==> src/rtl/seg7_pkg.sv <==
// -----------------------------------------------------------------------------
// seg7_pkg
// Shared definitions for 7-segment bus monitoring.
//   - Segment bit order on a 7-bit segment bus: bit 6 = a ... bit 0 = g.
//   - Legal digit patterns SEG_0..SEG_9, plus the accepted alternates.
//   - State type of the capture FSM.
// -----------------------------------------------------------------------------
package seg7_pkg;

    // Segment bit positions within a 7-bit segment word.
    localparam int SEG_A = 6;
    localparam int SEG_B = 5;
    localparam int SEG_C = 4;
    localparam int SEG_D = 3;
    localparam int SEG_E = 2;
    localparam int SEG_F = 1;
    localparam int SEG_G = 0;

    // Primary digit patterns (active-high, a..g).
    localparam logic [6:0] SEG_0 = 7'h7E;
    localparam logic [6:0] SEG_1 = 7'h30;
    localparam logic [6:0] SEG_2 = 7'h6D;
    localparam logic [6:0] SEG_3 = 7'h79;
    localparam logic [6:0] SEG_4 = 7'h33;
    localparam logic [6:0] SEG_5 = 7'h5B;
    localparam logic [6:0] SEG_6 = 7'h5F;
    localparam logic [6:0] SEG_7 = 7'h70;
    localparam logic [6:0] SEG_8 = 7'h7F;
    localparam logic [6:0] SEG_9 = 7'h7B;

    // Alternate renderings some drivers use.
    localparam logic [6:0] SEG_6_ALT = 7'h1F;  // 6 without the top bar
    localparam logic [6:0] SEG_7_ALT = 7'h72;  // 7 with the f segment lit
    localparam logic [6:0] SEG_9_ALT = 7'h73;  // 9 without the bottom bar

    typedef enum logic [1:0] {
        ST_IDLE  = 2'd0,  // digit enables not one-hot
        ST_COUNT = 2'd1,  // one-hot pattern present, waiting for stability
        ST_HELD  = 2'd2   // pattern captured, holding until it changes
    } seg7_state_t;

endpackage

==> src/rtl/seg7_to_bcd.sv <==
// -----------------------------------------------------------------------------
// seg7_to_bcd
// Combinational decode of one 7-segment pattern into its BCD value.
// Ports:
//   seg   in  7  segment pattern, bit 6 = a ... bit 0 = g
//   legal out 1  pattern is a recognised digit (including alternates)
//   bcd   out 4  decoded value, 0 when the pattern is not legal
// -----------------------------------------------------------------------------
module seg7_to_bcd
    import seg7_pkg::*;
(
    input  logic [6:0] seg,
    output logic       legal,
    output logic [3:0] bcd
);

    always_comb begin
        legal = 1'b1;
        bcd   = 4'd0;
        case (seg)
            SEG_0:                bcd = 4'd0;
            SEG_1:                bcd = 4'd1;
            SEG_2:                bcd = 4'd2;
            SEG_3:                bcd = 4'd3;
            SEG_4:                bcd = 4'd4;
            SEG_5:                bcd = 4'd5;
            SEG_6, SEG_6_ALT:     bcd = 4'd6;
            SEG_7, SEG_7_ALT:     bcd = 4'd7;
            SEG_8:                bcd = 4'd8;
            SEG_9, SEG_9_ALT:     bcd = 4'd9;
            default:              legal = 1'b0;  // blank and everything else
        endcase
    end

endmodule

==> src/rtl/seg7_capture.sv <==
// -----------------------------------------------------------------------------
// seg7_capture
// Watches a multiplexed 7-segment drive bus and recovers the BCD value shown
// on each digit. A {segment, enable} pattern is captured once it has been
// present at STABLE_CYCLES consecutive rising edges.
// Ports:
//   clk        in   1        system clock, rising edge
//   rst_n      in   1        synchronous active-low reset
//   seg_7      in   7        segment lines, bit 6 = a ... bit 0 = g
//   an         in   N_DIG    digit enables, meaningful only when one-hot
//   digits     out  4*N_DIG  captured BCD, digit i at [4i+3:4i]
//   dig_valid  out  N_DIG    digit i holds a legal captured value
//   frame_done out  1        pulse when every digit captured since last pulse
//   err        out  1        pulse when a stable pattern is not a legal digit
//   bad_pat    out  7        last illegal pattern, loaded with err
//   state      out  2        capture FSM state (observation only)
// Output semantics: there is no handshake; a capture is an event that updates
// digits/dig_valid (legal) or pulses err and loads bad_pat (illegal) at the
// capture edge. frame_done/err are single-cycle and never back-pressured.
// -----------------------------------------------------------------------------
module seg7_capture
    import seg7_pkg::*;
#(
    parameter int N_DIG         = 4,
    parameter int STABLE_CYCLES = 4
) (
    input  logic                 clk,
    input  logic                 rst_n,
    input  logic [6:0]           seg_7,
    input  logic [N_DIG-1:0]     an,
    output logic [4*N_DIG-1:0]   digits,
    output logic [N_DIG-1:0]     dig_valid,
    output logic                 frame_done,
    output logic                 err,
    output logic [6:0]           bad_pat,
    output seg7_state_t          state
);

    localparam logic [7:0] STAB_MAX  = 8'(STABLE_CYCLES);
    localparam logic [7:0] STAB_LAST = 8'(STABLE_CYCLES - 1);

    logic [6:0]       s_seg;
    logic [N_DIG-1:0] s_an;
    logic [7:0]       stab_cnt;
    logic [N_DIG-1:0] seen;

    logic             an_onehot;
    logic             same;
    logic             strobe;
    logic             pat_legal;
    logic [3:0]       pat_bcd;
    logic [N_DIG-1:0] seen_next;

    seg7_to_bcd u_dec (
        .seg   (seg_7),
        .legal (pat_legal),
        .bcd   (pat_bcd)
    );

    always_comb begin
        an_onehot = $onehot(an);
        same      = (seg_7 == s_seg) && (an == s_an);
        // Fires on the STABLE_CYCLES-th edge of a hold; once stab_cnt
        // saturates past STAB_LAST it cannot fire again until the pins change.
        strobe    = an_onehot && same && (stab_cnt == STAB_LAST);
        seen_next = seen | an;
    end

    always_ff @(posedge clk) begin
        if (!rst_n) begin
            s_seg      <= '0;
            s_an       <= '0;
            stab_cnt   <= '0;
            seen       <= '0;
            digits     <= '0;
            dig_valid  <= '0;
            frame_done <= 1'b0;
            err        <= 1'b0;
            bad_pat    <= '0;
            state      <= ST_IDLE;
        end else begin
            frame_done <= 1'b0;
            err        <= 1'b0;

            // Stability tracking.
            if (!same || !an_onehot) begin
                s_seg    <= seg_7;
                s_an     <= an;
                stab_cnt <= 8'd1;
            end else if (stab_cnt != STAB_MAX) begin
                stab_cnt <= stab_cnt + 8'd1;
            end

            // Capture; an is one-hot here so it doubles as the digit mask.
            if (strobe) begin
                if (pat_legal) begin
                    for (int i = 0; i < N_DIG; i++) begin
                        if (an[i]) digits[4*i +: 4] <= pat_bcd;
                    end
                    dig_valid <= dig_valid | an;
                    if (seen_next == '1) begin
                        frame_done <= 1'b1;
                        seen       <= '0;
                    end else begin
                        seen <= seen_next;
                    end
                end else begin
                    dig_valid <= dig_valid & ~an;
                    err       <= 1'b1;
                    bad_pat   <= seg_7;
                end
            end

            // FSM.
            if (!an_onehot) begin
                state <= ST_IDLE;
            end else begin
                case (state)
                    ST_IDLE:  state <= ST_COUNT;
                    ST_COUNT: state <= strobe ? ST_HELD : ST_COUNT;
                    ST_HELD:  state <= same ? ST_HELD : ST_COUNT;
                    default:  state <= ST_IDLE;
                endcase
            end
        end
    end

endmodule
==> config.mk <==
export PLATFORM = sky130hd
export DESIGN_NAME = seg7_capture
export DESIGN_NICKNAME = d
export VERILOG_FILES = /design/src/rtl/seg7_pkg.sv /design/src/rtl/seg7_to_bcd.sv /design/src/rtl/seg7_capture.sv
export SDC_FILE = /design/constraint.sdc
export NUM_CORES = 1
export LEC_CHECK = 0
export ABC_AREA = 1
export BUFFER_PORTS_ARGS = -buffer_cell sky130_fd_sc_hd__buf_2
export CAP_MARGIN = 10
export CORE_MARGIN = 2
export CORE_UTILIZATION = 56
export CTS_BUF_LIST = sky130_fd_sc_hd__clkbuf_16
export CTS_CLUSTER_SIZE = 30
export DETAILED_ROUTE_END_ITERATION = 8
export PLACE_DENSITY = 0.79
export SYNTH_ARGS = -nofsm -noshare
export SYNTH_HDL_FRONTEND = slang
export SYNTH_SLANG_ARGS = --single-unit
export TNS_END_PERCENT = 30
==> constraint.sdc <==
create_clock -name clk -period 3.5 [get_ports clk]
set_input_delay 0.35 -clock clk [delete_from_list [all_inputs] [get_ports clk]]
set_output_delay 0.35 -clock clk [all_outputs]
set_load 0.005 [all_outputs]
# Yosys cells after proc, flatten, opt, wreduce, memory -nomap -nowiden
# Cells that the tools add are included.
dict set report op_classes {
  addsub 4
  n_eq_ne 21
  mux 11
  bitwise 6
  n_reduce_logical 22
}
# cell count
set ops {}
lappend ops {{7-bit == test, second input constant} 10}
lappend ops {{4-bit one-hot mux with 9 select lines} 1}
lappend ops {{3-bit AND reduction} 5}
lappend ops {{7-bit by 6-bit == test with 1-bit output, second input constant} 2}
lappend ops {{13-bit OR reduction} 1}
lappend ops {{8-bit by 1-bit adder with 8-bit output, second input constant} 1}
lappend ops {{8-bit by 2-bit == test with 1-bit output, second input constant} 1}
lappend ops {{4-bit two-way mux} 2}
lappend ops {{8-bit by 3-bit inequality test with 1-bit output, second input constant} 1}
lappend ops {{4-bit OR} 2}
lappend ops {{2-bit AND reduction} 4}
lappend ops {{2-bit OR reduction} 4}
lappend ops {{7-bit by 5-bit == test with 1-bit output, second input constant} 1}
lappend ops {{7-bit == test} 1}
lappend ops {{2-bit one-hot mux with 3 select lines} 1}
lappend ops {{1-bit two-way mux} 5}
lappend ops {{1-bit by 1-bit adder with 2-bit output} 2}
lappend ops {{4-bit bitwise AND} 1}
lappend ops {{4-bit == test} 1}
lappend ops {{4-bit == test, second input constant} 1}
lappend ops {{2-bit two-way mux} 2}
lappend ops {{4-bit NOT} 1}
lappend ops {{2-bit by 2-bit adder with 3-bit output} 1}
lappend ops {{3-bit by 1-bit == test with 1-bit output, second input constant} 1}
lappend ops {{other kinds (8)} 12}
dict set report word_totals {
  register_bits 54
  inputBits 13
  output_inout_bits 31
  word_cells 78
}

# Longest topological paths before layout
dict set report logic_depth {
  ltp_word 7
  depth_mapped 14
  ltp_nobuf 12
}

# By module
# From an unflattened synthesis, not the netlist that was laid out.
dict set report unflattened {
  cells_unflattened 367
  area_unflattened_um2 2576.2
}
# mod n_inst cells_per_inst area_per_inst_um2 seq_area_each_um2
set modules_own_cells {}
lappend modules_own_cells {seg7_capture 1 323 2366.0 1081.0}
lappend modules_own_cells {seg7_to_bcd 1 44 210.2 0.0}

# Worst setup path before layout
# Ideal clock, no wire load.
dict set report synth_path {
  path_type {input to register}
  from {input port an[0]}
  to {register seen[0]}
  t_arrival_ps 2555
  t_required_ps 3391
  setup_slack_ps 836
  path_stages 12
  cell_sequence {buf_2 -> inv_1 -> fa_1 -> inv_1 -> ha_1 -> ha_1 -> nor3b_4 -> nand4_4 -> nor2_4 -> a21oi_2 -> nand2_1 -> inv_1}
}
dict set report synth_between {
  elab_chain_len 6
  elab_cells_between_ends 11
  classes_between {add/sub: 2; eq/ne: 3; mux: 1; bitwise: 1; reduce/logical: 4}
}
# element line
set synth_lines {}
lappend synth_lines {{start, declared} seg7_capture.sv:30} ;# input logic [N_DIG-1:0] an,
lappend synth_lines {{1-bit by 1-bit adder with 2-bit output (implied by the code)} seg7_capture.sv:61} ;# an_onehot = $onehot(an);
lappend synth_lines {{2-bit by 2-bit adder with 3-bit output (implied by the code)} seg7_capture.sv:61}
lappend synth_lines {{3-bit by 1-bit == test with 1-bit output} seg7_capture.sv:61}
lappend synth_lines {{1-bit logical AND (2 in a row)} seg7_capture.sv:65} ;# strobe = an_onehot && same && (stab_cnt == STAB_LAST);
lappend synth_lines {{2-bit AND reduction (no source line)} --}
lappend synth_lines {{end signal, assigned} seg7_capture.sv:105} ;# seen <= seen_next;
lappend synth_lines {{end, declared} seg7_capture.sv:45} ;# logic [N_DIG-1:0] seen;
# Several ways; a longest one is shown, not always the timed one.
# A chain may end at the register's enable or synchronous reset.

# Worst setup path in the final report
dict set report layout_path {
  from {input port an[0]}
  to {register digits[13]}
}
dict set report layout_between {
  elab_chain_len 6
  elab_cells_between_ends 8
  classes_between {add/sub: 2; eq/ne: 2; reduce/logical: 4}
}
# element line
set layout_lines {}
lappend layout_lines {{1-bit by 1-bit adder with 2-bit output (implied by the code)} seg7_capture.sv:61}
lappend layout_lines {{2-bit by 2-bit adder with 3-bit output (implied by the code)} seg7_capture.sv:61}
lappend layout_lines {{3-bit by 1-bit == test with 1-bit output} seg7_capture.sv:61}
lappend layout_lines {{1-bit logical AND (*) (2 in a row)} seg7_capture.sv:65}
lappend layout_lines {{3-bit AND reduction (no source line) (*)} --}
lappend layout_lines {{end signal, assigned by index} seg7_capture.sv:98} ;# if (an[i]) digits[4*i +: 4] <= pat_bcd;
lappend layout_lines {{end, declared} seg7_capture.sv:31} ;# output logic [4*N_DIG-1:0] digits,
# Every way passes the cells marked *; elsewhere a longest branch is shown, timed or not.

==> results.toml <==
[outcome]
status = "completed"

[drt]
dr.first_iter.drc_count = 141
wl_per_cell_um = 11.58
avgViaCountPerCell = 4.962
drcViolationCount = 0
routed_wl_mm = 5.514
vias = 2362
first_pass_iters = 4
drt.antenna.violating_nets = 0

[layout]
drive_above_1_share_pct = 17.06
diodes = 0
nets = 439
syn_to_final_growth_pct = 12.04

[cts]
insertion_delay_ns = 0.29
ctsRootBufferMaster = "clkbuf_16"
clk_path_buf_depth = 2
clk_pin_slew_ns = 0.06
post_cts_resized = 0
numCtsBuffers = 5
cts.hold.buffers_added = 0
post-cts-setup-buffers = 0
cts_tree = "yes"
cts_sinks = 54
h-tree-depth = 2

[worst_setup_path]
startpoint_type = "input port"
critPathArrivalTime_ns = 2.91
crit_type = "in -> reg"
worstPathCellList = "buf_2 -> inv_1 -> fa_1 -> inv_1 -> ha_1 -> ha_1 -> nor3b_4 -> nand3_4 -> nor2_8 -> nand3_1 -> nor2_1 -> nor2_1"
critPathMaxFanout = 16
cp_slowest_cell = "fa_1"
worstPathRequired_ns = 3.69
slowest_delay_ns = 0.54
cp-end-kind = "register"

[timing]
hold_viol = 0
slew_headroom_pct = 41.75
grt_setup_unrepaired = "no"
setup_viol = 0
finalCritPeriodShare_pct = 77.76
tightest_slew_ns = 0.8517
maxSlewViolCount = 0
hold_ws_ns = 0.3238
fin_skew_ns = 0.003495
min_period_ns = 2.721
setup_tns_ns = 0
fmax_ghz = 0.3675

[synthesis]
synthCells = 385
synth-seq-area-share_pct = 39.85
postSynthNetCount = 403
avgSynthCellArea_um2 = 7.046
synth_edf_count = 0
synth.distinct_cells = 35
synth_flop_cell = "dfxtp_1"
yosys_register_bits = 54
postSynth.asyncResetShare_pct = 0
syn-cell-area_mm2 = 0.002713
ys_warn_count = 0

[global_route]
grt_max_degree = 38
grt_pass1_vias = 2059
grt_pass1_wl_mm = 9.246
grt_use_total_pct = 21.91
met3_usage_pct = 5.213
grt-busiest-layer = "met2"
use_met1_pct = 28.00
use_met2_pct = 36.01
grt-ovfl-total = 0
grt_antenna_before_repair = 0

[power_and_ir_drop]
intPower_uw = 916.1
ir_drop_mv = 0.2728
power_frac_seq_pct = 52.1
p_clk_share_pct = 39.2
switchingPower_uw = 287.3
leakagePower_nw = 1.651
power_density_mw_per_mm2 = 396.0
p_sw_share_pct = 23.88
combPwrFrac_pct = 8.6
p_total_mw = 1.203

[place]
place_congestion = 0.8411
port_buffers = 43
hpwl_mm = 3.980

[floorplanning]
die_w_um = 73.60
die_h_um = 73.60
start_util_pct = 57.81
rows = 25
coreArea_mm2 = 0.004692
pin_count = 44
die_area_mm2 = 0.005417

[min_path]
hp-class = "in -> reg"

[run]
cap_violations = 0
==> registers in the layout, summed over array words and instances (netlist names), named ones only <==
| name | flops |
|---|---|
| bad_pat | 7 |
| digits | 16 |
| err | 1 |
| frame_done | 1 |
| s_an | 4 |
| s_seg | 7 |
| seen | 4 |
| stab_cnt | 8 |
| state | 2 |
==> Yosys cell counts (2+ instances only) <==
cell type,count,share of area (%)
nand2_1,88,12
inv_1,63,8.7
nor2_1,60,8.3
dfxtp_1,54,40
a21oi_1,17,3.1
nand3_1,15,2.8
o21ai_0,13,2.4
nand4_1,12,2.8
buf_2,8,1.5
nor3_1,7,1.3
inv_2,5,0.69
xnor2_1,5,1.6
ha_1,4,1.8
nor2_4,4,1.7
nand3_2,3,1.1
nor2_2,3,0.69
buf_4,2,0.55
clkbuf_1,2,0.28
nand3_4,2,1.3
nor3b_1,2,0.55
xor2_1,2,0.65
==> cell usage in the layout (no fill, tap or decap) <==
cell,synthesis,final
nor4_1,1,1
clkbuf_16,0,5
dfxtp_1,54,54
nand3_2,3,3
nand3_4,2,2
a21oi_2,1,1
nand3_1,15,15
or2_2,1,1
o22ai_1,1,1
xnor2_1,5,5
inv_2,5,5
nor2_4,4,4
nand3b_1,1,1
nand2_1,88,88
nand4_1,12,12
nor3_1,7,7
nor2_2,3,3
nor3b_4,1,1
inv_1,63,64
ha_1,4,4
nor2_1,60,60
a2111oi_0,1,1
nor2b_1,1,1
nor2_8,1,1
clkinv_2,0,1
nor3b_1,2,2
a21oi_1,17,17
fa_1,1,1
clkinv_1,0,1
xor2_1,2,2
nand4_4,1,1
nand2_2,1,1
buf_2,8,43
o21ai_0,13,13
==> final timing paths <==
check,start,end,slack [ns],depth (start not counted)
worst max-delay path,an[0],digits[13],0.78,12
worst min-delay path,seg_7[4],s_seg[4],0.32,3
worst max register to register,stab_cnt[0],digits[13],1.42,8
worst min register to register,digits[8],digits[8],0.48,2
==> power groups by stage <==
stage	Combinational (mW)	Sequential (mW)	Clock [mW]
3_5_place_dp	0.103	0.641	0
5_1_grt	0.118	0.628	0.507
4_1_cts	0.104	0.627	0.480
2_1_floorplan	0.0833	0.641	0
3_3_place_gp	0.101	0.641	0
6_report	0.104	0.627	0.472
==> metrics by stage <==
stage	util, %	worst slack [ns]	std cells	cell area [um^2]
2_1_floorplan	-	0.8360	385	2713
3_3_place_gp	61.84	0.5581	468	2902
3_5_place_dp	61.84	0.4754	468	2902
4_1_cts	64.77	0.7812	476	3039
5_1_grt	64.77	0.6009	476	3039
6_report	64.77	0.7785	476	3039
==> layer usage <==
layer  wire, um  up-vias
met5          0        -
met1       2666     1044
li1           -     1253
met3        254        9
met4         90        0
met2       2503       56
==> logic make-up after synthesis <==
family                     after synthesis  share of synthesized area, %
xor gates and xnor gates                 7                         2.260
adders and majority gates                5                         2.583
AOI/OAI and AO/OA                       33                         6.412
buffers and inverters                   82                         12.87
and+or+nand+nor                        204                         36.02
DFF                                     54                         39.85
==> worst max-delay path: cells and delay by family <==
| kind | cells | cell delay (ns) |
|---|---|---|
| buf+inv | 3 | 0.41 |
| fa+ha+maj | 3 | 1.02 |
| simple gates | 6 | 1.11 |
==> area by class of cell <==
cell class              instances  area (um^2)
inverters                      68        255.2
clock buffers                   5        125.1
flip-flops and latches         54         1081
clock inverters                 3        12.51
repair buffers                 43        215.2
fillers                       412         1653
well taps                      54        67.56
multi-input cells             249         1282
(Power assumes the default switching activity.)
